**src/rtl/shrv32_pkg.sv**
```systemverilog
// Shared types and constants for the shrv32 front end.
// Fetch packets carry an instruction word together with its byte address.
package shrv32_pkg;

   localparam int XLEN       = 32;
   localparam int WORD_BYTES = 4;

   localparam logic [31:0] NOP = 32'h0000_0013;

   typedef struct packed {
      logic [31:0] inst;
      logic [31:0] pc;
   } fetch_pkt_t;

endpackage

```
**src/rtl/fetch_skid_fifo.sv**
```systemverilog
// Two-entry skid buffer for fetched {inst, pc} packets.
// Slot 0 is always the head; flush wins over push and pop.
module fetch_skid_fifo
   import shrv32_pkg::*;
(
   input  logic       clk,
   input  logic       rst,
   input  logic       push,
   input  fetch_pkt_t push_pkt,
   input  logic       pop,
   input  logic       flush,
   output logic [1:0] count,
   output fetch_pkt_t head
);

   fetch_pkt_t slot0_q, slot0_d;
   fetch_pkt_t slot1_q, slot1_d;
   logic [1:0] count_q, count_d;

   logic       do_pop;
   logic [1:0] level;

   // Next-state: drop the head on pop, then append into the first free slot.
   always_comb begin
      slot0_d = slot0_q;
      slot1_d = slot1_q;
      count_d = count_q;
      do_pop  = pop & (count_q != 2'd0);
      level   = count_q;
      if (flush) begin
         count_d = 2'd0;
      end else begin
         if (do_pop) begin
            slot0_d = slot1_q;
            level   = count_q - 2'd1;
         end
         if (push && (level != 2'd2)) begin
            if (level == 2'd0) begin
               slot0_d = push_pkt;
            end else begin
               slot1_d = push_pkt;
            end
            level = level + 2'd1;
         end
         count_d = level;
      end
   end

   // Storage and occupancy registers.
   always_ff @(posedge clk) begin
      if (rst) begin
         slot0_q <= '0;
         slot1_q <= '0;
         count_q <= 2'd0;
      end else begin
         slot0_q <= slot0_d;
         slot1_q <= slot1_d;
         count_q <= count_d;
      end
   end

   assign count = count_q;
   assign head  = (count_q == 2'd0) ? '0 : slot0_q;

endmodule

```
**src/rtl/inst_fetch.sv**
```systemverilog
// Instruction fetch initiator for a 1-cycle synchronous ROM.
// Credit-based issue keeps the skid FIFO from ever overflowing.
module inst_fetch #(
   parameter logic [31:0] RESET_PC = 32'h0000_0000,
   parameter int          XLEN     = 32
) (
   input  logic            CLK,
   input  logic            RST,
   output logic [XLEN-1:0] IMEM_A,
   input  logic [XLEN-1:0] IMEM_RD,
   input  logic            REDIRECT,
   input  logic [XLEN-1:0] REDIRECT_PC,
   output logic            INST_VALID,
   input  logic            INST_READY,
   output logic [XLEN-1:0] INST,
   output logic [XLEN-1:0] INST_PC
);

   import shrv32_pkg::*;

   logic [XLEN-1:0] fetch_pc_q, fetch_pc_d;
   logic [XLEN-1:0] inflight_pc_q, inflight_pc_d;
   logic            inflight_q, inflight_d;

   logic       pop;
   logic       push;
   logic       issue;
   logic [2:0] credit;
   logic [1:0] count;

   fetch_pkt_t push_pkt;
   fetch_pkt_t head;

   assign pop    = INST_VALID & INST_READY & ~REDIRECT;
   assign push   = inflight_q & ~REDIRECT;
   assign credit = {1'b0, count}
                 + {2'b00, inflight_q}
                 - {2'b00, pop};
   assign issue  = ~REDIRECT & (credit < 3'd2);

   assign push_pkt.inst = IMEM_RD;
   assign push_pkt.pc   = inflight_pc_q;

   // Next fetch address and in-flight tracking; a redirect cancels everything.
   always_comb begin
      fetch_pc_d    = fetch_pc_q;
      inflight_d    = 1'b0;
      inflight_pc_d = inflight_pc_q;
      if (REDIRECT) begin
         fetch_pc_d = {REDIRECT_PC[XLEN-1:2], 2'b00};
      end else if (issue) begin
         inflight_d    = 1'b1;
         inflight_pc_d = fetch_pc_q;
         fetch_pc_d    = fetch_pc_q + XLEN'(WORD_BYTES);
      end
   end

   // Fetch PC and in-flight read registers.
   always_ff @(posedge CLK) begin
      if (RST) begin
         fetch_pc_q    <= RESET_PC;
         inflight_q    <= 1'b0;
         inflight_pc_q <= '0;
      end else begin
         fetch_pc_q    <= fetch_pc_d;
         inflight_q    <= inflight_d;
         inflight_pc_q <= inflight_pc_d;
      end
   end

   fetch_skid_fifo u_fifo (
      .clk      (CLK),
      .rst      (RST),
      .push     (push),
      .push_pkt (push_pkt),
      .pop      (pop),
      .flush    (REDIRECT),
      .count    (count),
      .head     (head)
   );

   assign IMEM_A     = fetch_pc_q;
   assign INST_VALID = (count != 2'd0);
   assign INST       = head.inst;
   assign INST_PC    = head.pc;

endmodule
```
**config.mk**
```make
export PLATFORM = sky130hd
export DESIGN_NAME = inst_fetch
export DESIGN_NICKNAME = d
export VERILOG_FILES = /design/src/rtl/shrv32_pkg.sv /design/src/rtl/fetch_skid_fifo.sv /design/src/rtl/inst_fetch.sv
export SDC_FILE = /design/constraint.sdc
export NUM_CORES = 1
export LEC_CHECK = 0
export ABC_AREA = 1
export ABC_CLOCK_PERIOD_IN_PS = 4120
export BUFFER_PORTS_ARGS = -buffer_cell sky130_fd_sc_hd__buf_2
export CORE_ASPECT_RATIO = 1.25
export CORE_MARGIN = 2
export CORE_UTILIZATION = 45
export DETAILED_ROUTE_END_ITERATION = 8
export PLACE_DENSITY = 0.67
export SYNTH_ARGS = -nofsm -noshare
export SYNTH_HDL_FRONTEND = slang
export SYNTH_SLANG_ARGS = --single-unit
```
**constraint.sdc**
```tcl
create_clock -name CLK -period 4.12 [get_ports CLK]
set_input_delay 0.824 -clock CLK [delete_from_list [all_inputs] [get_ports CLK]]
set_output_delay 0.824 -clock CLK [all_outputs]
set_load 0.03 [all_outputs]
```
==> run summary, run 1 <==
The final cell area excluding filler cells is 0.0102 mm^2. Buffers inserted during clock tree synthesis total 17. The number of fill cells in the layout is 1939. For this run, the slowest stage of the critical path takes 480 ps. The clock-pin slew on the worst setup and hold paths came out at 70 ps.

The critical path endpoint category is a flop. The worst clock skew is 8.58 ps. Of the total power, registers draw 48.5%. The number of port buffers is 160.

The flip-flop and latch count after synthesis came out at 189. The layout-stage area growth over the synthesis result came out at 16.4%. Setup repair after global routing left no endpoint under its margin.

In the post-route analysis, the smallest setup slack over all paths is 805 ps. The clock tree root driver cell is sky130_fd_sc_hd__clkbuf_16. The worst-path maximum fanout is 14.

Gates resized during post-CTS repair numbered 0. The number of different library cells used by synthesis comes to 37. The number of enable-type register cells in the synthesized netlist is 0.

Synthesis produced a netlist whose cell count is 1288. The total overflow reported by the global router is 0. The diode insertion count for antenna repair came out at 0. Detailed placement ended at an HPWL of 14.6 mm. The most frequent standard cell in the layout excluding fill and tap cells is sky130_fd_sc_hd__nor2_1. The min-delay analysis places its worst path in the category reg2reg.

The routed via count is 8397. The later pin in the worst-skew pair is clocked with a latency of 440 ps. Combinational cells account for 12.4% of the total power.

The placed instances occupy a cell area of 0.00964 mm^2. The fraction of the core area covered by cells at the end of the flow is 53.0%. The worst supply voltage drop on vdd came out at 0.316 mV.

Per report_power, the clock group accounts for 39.1% of the total. The floorplan step defined a core boundary enclosing 0.0193 mm^2. The share of layout cells above drive strength 1 is 16.8%. The effective utilization at floorplan is 45.6%.

The clock sink count is 189. The worst flop-to-flop path endpoint is IMEM_A[14]. Summed over all layers, the routed wires come to 23.1 mm. The final setup TNS is 0 ps.

The flow ran to the end, and the final reports show no timing, DRC or antenna violations. STA puts the critical path data required time at 4410 ps. The I/O pin count came out at 165. The routed metal-1 wire length is 11.0 mm. The number of nets in the layout is 1475.

The total count of hold-check failures in the final report is 0. The detailed router used layers up to and including met4. The initial antenna violation count came out at 0. The post-route clock period utilization is 80.5%. The via count of the first global-routing pass came out at 7490. The max-slew violation count is 0. The cell depth of the worst min-delay path is 2. STA classifies the critical path startpoint as a flop. The count of warnings emitted by yosys is 0. The total global-route track usage came out at 22.4%. The worst-margin pin slew is 1160 ps. In this run the cell area of the synthesized design comes to 0.00878 mm^2. The first-pass GRT wire length is 37.5 mm. On the critical path, the stage with the largest delay is an instance of sky130_fd_sc_hd__fa_1. The largest net degree at the start of global routing came out at 82.

The power density relative to cell area came out at 404 mW/mm^2. Summed over all cells, the static leakage comes to 4.72 nW. The routed wire length on met2 came out at 10.7 mm. Data arrives at the worst endpoint at 3600 ps.

The highest achievable clock rate is 0.302 GHz. The library cells used most frequently in the layout, excluding fill and tap cells, are sky130_fd_sc_hd__nor2_1, sky130_fd_sc_hd__nand2_1, sky130_fd_sc_hd__dfxtp_1. At the end of routability-driven placement, the weighted congestion stood at 0.858. Measured along the x axis, the die boundary spans 129 um.

The met3 layer wire length in the routed design came out at 1.23 mm. The worst reg2reg path depth is 17. In this run the post-CTS setup repair buffer count came out at 0.

The floorplan step defined a die boundary enclosing 0.0206 mm^2. Buffers inserted to repair hold after CTS numbered 0. The max-cap violation count came out at 0. The die height is 160 um. The per-instance average area after synthesis came out at 6.81 um^2. The average via count per standard cell is 5.09. The critical path is of the reg2reg type. The power dissipated by switching net loads is 0.00122 W. The worst register-to-register path begins at u_fifo.count[1]. After synthesis, flip-flops and latches occupy 43.1% of the total area. The post-placement setup slack is 530 ps. The level count of the clock H-tree came out at 4.

Counting tap cells, the placed design contains a total of 1618 instances. Cell internal power was estimated by the tool at 0.00291 W. The average wire per cell in the routed design is 14.0 um. The path with the worst hold slack has its endpoint at u_fifo.slot0_q[0]. Among all flip-flop cells after synthesis, the most frequent one is sky130_fd_sc_hd__dfxtp_1. The switching share of total power came out at 29.5%. The remaining number of nets flagged by the antenna check after routing came out at 0. The number of cell rows is 57. After the first detailed-routing iteration, the DRC count stood at 550. The worst setup slack for register-to-register paths came out at 800 ps. The post-detailed-route DRC marker count is 0. Traced cell by cell, the critical path runs through inv_2 -> ha_2 -> inv_1 -> nand3_2 -> inv_2 -> ha_1 -> or2_2 -> fa_1 -> a21boi_2 -> nand2_1 -> buf_4 -> nand2_1 -> inv_1 -> nand2_1 -> nand2_1 -> inv_1 -> a21oi_1. The final non-filler cell total came out at 1650.

The number of search-and-repair iterations in the first detailed-routing pass is 5. The final critical path time including I/O delays and setup is 3320 ps. For this run, asynchronously set or reset flops after synthesis account for 0%. The longest clock path from root to sink contains 2 buffers.

The cell that appears most often on the critical path is sky130_fd_sc_hd__nand2_1. TritonCTS built the clock tree. The max-slew headroom at the worst pin is 22.3%. In this run the most critical hold path is launched from u_fifo.slot0_q[0]. The number of endpoints failing setup at the final stage is 0.
==> cell type report <==
type / count / area, um^2 / share of cell area [%]
Tap cell: 236 / 295 / 2.89
Timing Repair Buffer: 175 / 938 / 9.19
Multi-Input combinational cell: 881 / 4110 / 40.2
Inverter: 137 / 514 / 5.03
Clock buffer: 17 / 425 / 4.16
Sequential cell: 189 / 3780 / 37.0
Clock inverter: 15 / 151 / 1.48
==> registers in the layout, summed over array words and instances, names as in the netlist <==
name,flops
u_fifo.slot0_q,64
IMEM_A,30
inflight_pc_q,30
u_fifo.count,2
u_fifo.slot1_q,62
inflight_q,1
==> logic make-up (layout without fill, tap and decap cells) <==
kind of cell | Yosys count | after routing | synth area share [%]
DFF | 189 | 189 | 43.1
AOI/OAI and AO/OA | 296 | 296 | 18.7
xor gates and xnor gates | 7 | 7 | 0.699
and+or+nand+nor | 570 | 570 | 26.2
adders and majority gates | 6 | 6 | 0.941
buffers and inverters | 219 | 344 | 10.2
other | 1 | 2 | 0.0427
==> cells in the mapped netlist (2+ instances only) <==
master	instances	area share, %
sky130_fd_sc_hd__o211ai_2	11	1.6
sky130_fd_sc_hd__nor2_2	2	0.14
sky130_fd_sc_hd__inv_2	7	0.30
sky130_fd_sc_hd__o211ai_1	24	2.1
sky130_fd_sc_hd__inv_1	129	5.5
sky130_fd_sc_hd__a21oi_1	69	3.9
sky130_fd_sc_hd__ha_1	5	0.71
sky130_fd_sc_hd__clkbuf_1	37	1.6
sky130_fd_sc_hd__buf_1	8	0.34
sky130_fd_sc_hd__nand3_1	53	3.0
sky130_fd_sc_hd__nand2_1	195	8.3
sky130_fd_sc_hd__a31oi_1	4	0.29
sky130_fd_sc_hd__nand3b_1	8	0.68
sky130_fd_sc_hd__o21ai_1	54	3.1
sky130_fd_sc_hd__buf_6	3	0.38
sky130_fd_sc_hd__or2_2	2	0.14
sky130_fd_sc_hd__nor3_1	11	0.63
sky130_fd_sc_hd__nor2_1	291	12
sky130_fd_sc_hd__dfxtp_1	189	43
sky130_fd_sc_hd__buf_4	4	0.34
sky130_fd_sc_hd__a211oi_1	3	0.26
sky130_fd_sc_hd__nand3_2	2	0.23
sky130_fd_sc_hd__buf_2	29	1.7
sky130_fd_sc_hd__xor2_1	6	0.60
sky130_fd_sc_hd__nand2_2	2	0.14
sky130_fd_sc_hd__o21ai_0	129	7.4
==> worst max-delay path by stage <==
stage | end | startpoint | slack [ps] | cells after the start
floorplan | IMEM_A[8] | u_fifo.count[1] | 750 | 17
global placement | IMEM_A[14] | REDIRECT | 540 | 16
detailed placement | IMEM_A[14] | REDIRECT | 530 | 16
CTS | IMEM_A[14] | u_fifo.count[1] | 780 | 17
global route | u_fifo.slot0_q[18] | u_fifo.count[1] | 490 | 14
finish | IMEM_A[14] | u_fifo.count[1] | 800 | 17
==> stage by stage <==
stage | hold slack (ps) | total power (W)
floorplan | 425 | 0.00239
global placement | 437 | 0.00254
detailed placement | 439 | 0.00255
CTS | 450 | 0.00415
global route | 466 | 0.00430
finish | 447 | 0.00413
==> power groups by stage <==
| stage | clock (W) | combinational (W) | sequential, W |
|---|---|---|---|
| floorplan | 0 | 0.000335 | 0.00206 |
| global placement | 0 | 0.000503 | 0.00204 |
| detailed placement | 0 | 0.000511 | 0.00204 |
| CTS | 0.00164 | 0.000514 | 0.00200 |
| global route | 0.00170 | 0.000579 | 0.00202 |
| finish | 0.00161 | 0.000510 | 0.00200 |
==> worst max-delay path, delay by kind of cell, from the launching register on <==
family	cells	cell delay, ps
and+or+nand+nor	6	1020
adders and majority gates	3	870
buffers and inverters	6	640
DFF	1	400
AOI/OAI and AO/OA	2	230
==> layer usage <==
metal  track usage, %  vias to the layer above
li1                 -                     4345
met1             30.6                     3799
met2             36.2                      228
met3             3.95                       25
met4             6.77                        0
met5                0                        -
No activity file was read; power rests on OpenSTA's default activity.
==> run 2: changes to the inputs <==
Settings changed: ABC_CLOCK_PERIOD_IN_PS 4120 to 3460.
Clock period 4.12 ns to 3.46 ns, I/O delays scaled along.
==> run 2 against run 1 <==
Design area increased by 0.20%. Worst setup slack worse by 410 ps. Sequential share of layout area shrank 0.072 points. Global-route usage shrank 0.12 points. Wire length grew 0.37%. Fmax increased by 8.0%. Critical path type unchanged. Critical endpoint unchanged. Largest cell class unchanged. Largest power group unchanged.
==> run summary, run 2 (synthesis results as in run 1) <==
The count of instances resized after the clock tree is built was 0 (unchanged). The part of the power in combinational logic is 12.5% (was 12.4%). The switching share of total power came out at 29.4% (was 29.5%). The post-route clock period utilization came out at 88.7% (was 80.5%). The highest achievable clock rate came to 0.326 GHz (was 0.302 GHz). The startpoint of the worst-slack reg-to-reg timing path was u_fifo.count[1] (unchanged). The power dissipated by switching net loads is 0.00144 W (was 0.00122 W). The total overflow reported by the global router is 0 (unchanged).

The initial antenna violation count is 0 (unchanged). The worst-margin pin slew is 1200 ps (was 1160 ps). The first-pass GRT wire length came out at 37.5 mm (about the same). The die height came out at 160 um (unchanged). The max-slew violation count is 0 (unchanged). The final setup TNS is 0 ps (unchanged). The number of nets in the layout is 1479 (was 1475). The largest net degree at the start of global routing is 82 (unchanged).

The max-slew headroom at the worst pin is 19.7% (was 22.3%). The required time of the critical path came out at 3740 ps (was 4410 ps). The final worst hold slack was 449 ps (was 447 ps).

The share of layout cells above drive strength 1 is 17.1% (was 16.8%). The number of endpoints failing setup at the final stage is 0 (unchanged). The clock tree root driver cell is sky130_fd_sc_hd__clkbuf_16 (unchanged). The average via count per standard cell came out at 5.03 (was 5.09). The total wire length came out at 23.2 mm (was 23.1 mm). The placed wire-length estimate is 14.7 mm (was 14.6 mm). The worst supply voltage drop on vdd is 0.406 mV (was 0.316 mV).

The post-detailed-route DRC marker count came to 0 (unchanged). The number of cell rows came out at 57 (unchanged). The routed via count came out at 8324 (was 8397).

The number of search-and-repair iterations in the first detailed-routing pass is 5 (unchanged). The area of the multi-input gates came out at 0.00411 mm^2 (unchanged). The most frequent standard cell in the layout excluding fill and tap cells was sky130_fd_sc_hd__nor2_1 (unchanged). The level count of the clock H-tree is 4 (unchanged).

Most frequent cells in the layout: sky130_fd_sc_hd__nor2_1, sky130_fd_sc_hd__nand2_1, sky130_fd_sc_hd__dfxtp_1 (unchanged). The number of flip-flops under the largest register name came to 64 (unchanged). The total global-route track usage came to 22.3% (was 22.4%). The launching element type of the critical path was a flop (unchanged). The die width came out at 129 um (unchanged). The TritonCTS clock tree was done (unchanged). The remaining number of nets flagged by the antenna check after routing is 0 (unchanged). The effective utilization at floorplan is 45.6% (unchanged). The worst hold path class is reg2reg (unchanged). The I/O pin count is 165 (unchanged). RSZ-0062 raised after global routing: no (unchanged). The total count of hold-check failures in the final report came to 0 (unchanged).

The clock sink count came out at 189 (unchanged). The number of fill cells in the layout came out at 1957 (was 1939). The maximum count of clock buffers along a single path is 2 (unchanged). The worst-path maximum fanout is 14 (unchanged).

The type of the worst setup path is reg2reg (unchanged). The average wire per cell in the routed design is 14.0 um (about the same). The number of setup buffers added after CTS is 0 (unchanged).

The max-cap violation count came out at 0 (unchanged). The routability congestion estimate is 0.842 (was 0.858). The overall die area is 0.0206 mm^2 (unchanged). The DRC marker count from the first detailed-route iteration came out at 539 (was 550). The leakage component of the power is 4.73 nW (was 4.72 nW). The share of power burned in registers is 48.6% (was 48.5%). The layout-stage area growth over the synthesis result is 16.6% (was 16.4%). The clock insertion delay at the later pin of the skew report is 430 ps (was 440 ps). The number of buffers inserted during clock tree synthesis came out at 17 (unchanged). Status: complete, no violations (unchanged).

The clock-pin slew on the worst setup and hold paths came out at 70 ps (about the same). Top Registers: u_fifo.slot0_q x64, u_fifo.slot1_q x62 (unchanged). The combined flip-flop and latch cell area came to 0.00378 mm^2 (unchanged). The part of the total power dissipated in the clock network is 38.9% (was 39.1%). The power density relative to cell area is 479 mW/mm^2 (was 404 mW/mm^2). The register with the highest flop count was u_fifo.slot0_q (unchanged). The start point of the worst min-delay path was u_fifo.slot0_q[0] (unchanged). The diode insertion count for antenna repair was 0 (unchanged). The data arrival at the endpoint of the critical path came out at 3350 ps (was 3600 ps). The internal power is 0.00346 W (was 0.00291 W). The number of port buffers is 160 (unchanged). The worst clock skew is 9.67 ps (was 8.58 ps).

The critical path endpoint category was a flop (unchanged). The core area came out at 0.0193 mm^2 (unchanged). The final critical path time including I/O delays and setup is 3070 ps (was 3320 ps). The via count of the first global-routing pass is 7382 (was 7490). The count of hold buffers inserted by post-cts repair is 0 (unchanged). The startpoint of the worst setup timing path was u_fifo.count[1] (unchanged).
-- run 2: power groups by stage --
| stage | Sequential, W | Combinational [W] | Clock, W |
|---|---|---|---|
| 6_report | 0.00238 | 0.000614 | 0.00191 |
| 5_1_grt | 0.00240 | 0.000691 | 0.00204 |
| 4_1_cts | 0.00238 | 0.000616 | 0.00195 |
| 3_5_place_dp | 0.00243 | 0.000612 | 0 |
| 3_3_place_gp | 0.00243 | 0.000604 | 0 |
| 2_1_floorplan | 0.00245 | 0.000399 | 0 |
-- run 2: per-stage QoR --
step | area (um^2) | setup slack [ps] | power [W] | util, % | cells
2_1_floorplan | 8780 | 85.7 | 0.00285 | - | 1289
3_3_place_gp | 9670 | 286 | 0.00303 | 50.2 | 1622
3_5_place_dp | 9670 | 294 | 0.00304 | 50.2 | 1622
4_1_cts | 10200 | 367 | 0.00495 | 53.2 | 1654
5_1_grt | 10200 | 84.0 | 0.00512 | 53.2 | 1654
6_report | 10200 | 390 | 0.00490 | 53.2 | 1654
-- run 2: worst paths after layout --
kind	cells after the start	slack, ps	end
max	17	390	IMEM_A[14]
min	2	450	u_fifo.slot0_q[0]
max reg2reg	17	390	IMEM_A[14]
min reg2reg	2	450	u_fifo.slot0_q[0]
-- run 2: routing by layer --
metal / vias up / global-route usage [%] / part of all wire, %
met5: - / 0 / 0
met1: 3739 / 31.3 / 47
met3: 22 / 3.48 / 4.9
li1: 4350 / - / -
met4: 0 / 5.29 / 1.1
met2: 213 / 36.1 / 46
-- run 2: layout make-up --
| class | instances | share of cell area (%) |
|---|---|---|
| multi-input cells | 881 | 40.1 |
| flip-flops and latches | 189 | 37.0 |
| repair buffers | 179 | 9.46 |
| inverters | 137 | 5.02 |
| clock buffers | 17 | 4.16 |
| well taps | 236 | 2.89 |
| clock inverters | 15 | 1.38 |
-- run 2: worst max-delay path, cell delays in order (launching register included) --
cell	delay, ps
sky130_fd_sc_hd__dfxtp_1	390
sky130_fd_sc_hd__inv_2	70
sky130_fd_sc_hd__ha_2	170
sky130_fd_sc_hd__inv_1	100
sky130_fd_sc_hd__nand3_2	100
sky130_fd_sc_hd__inv_2	60
sky130_fd_sc_hd__ha_1	210
sky130_fd_sc_hd__or2_2	300
sky130_fd_sc_hd__fa_1	490
sky130_fd_sc_hd__a21boi_2	180
sky130_fd_sc_hd__nand2_1	170
sky130_fd_sc_hd__nand2_1	100
sky130_fd_sc_hd__buf_4	220
sky130_fd_sc_hd__inv_1	140
sky130_fd_sc_hd__nand2_1	80
sky130_fd_sc_hd__nand2_1	50
sky130_fd_sc_hd__inv_1	40
sky130_fd_sc_hd__a21oi_1	50
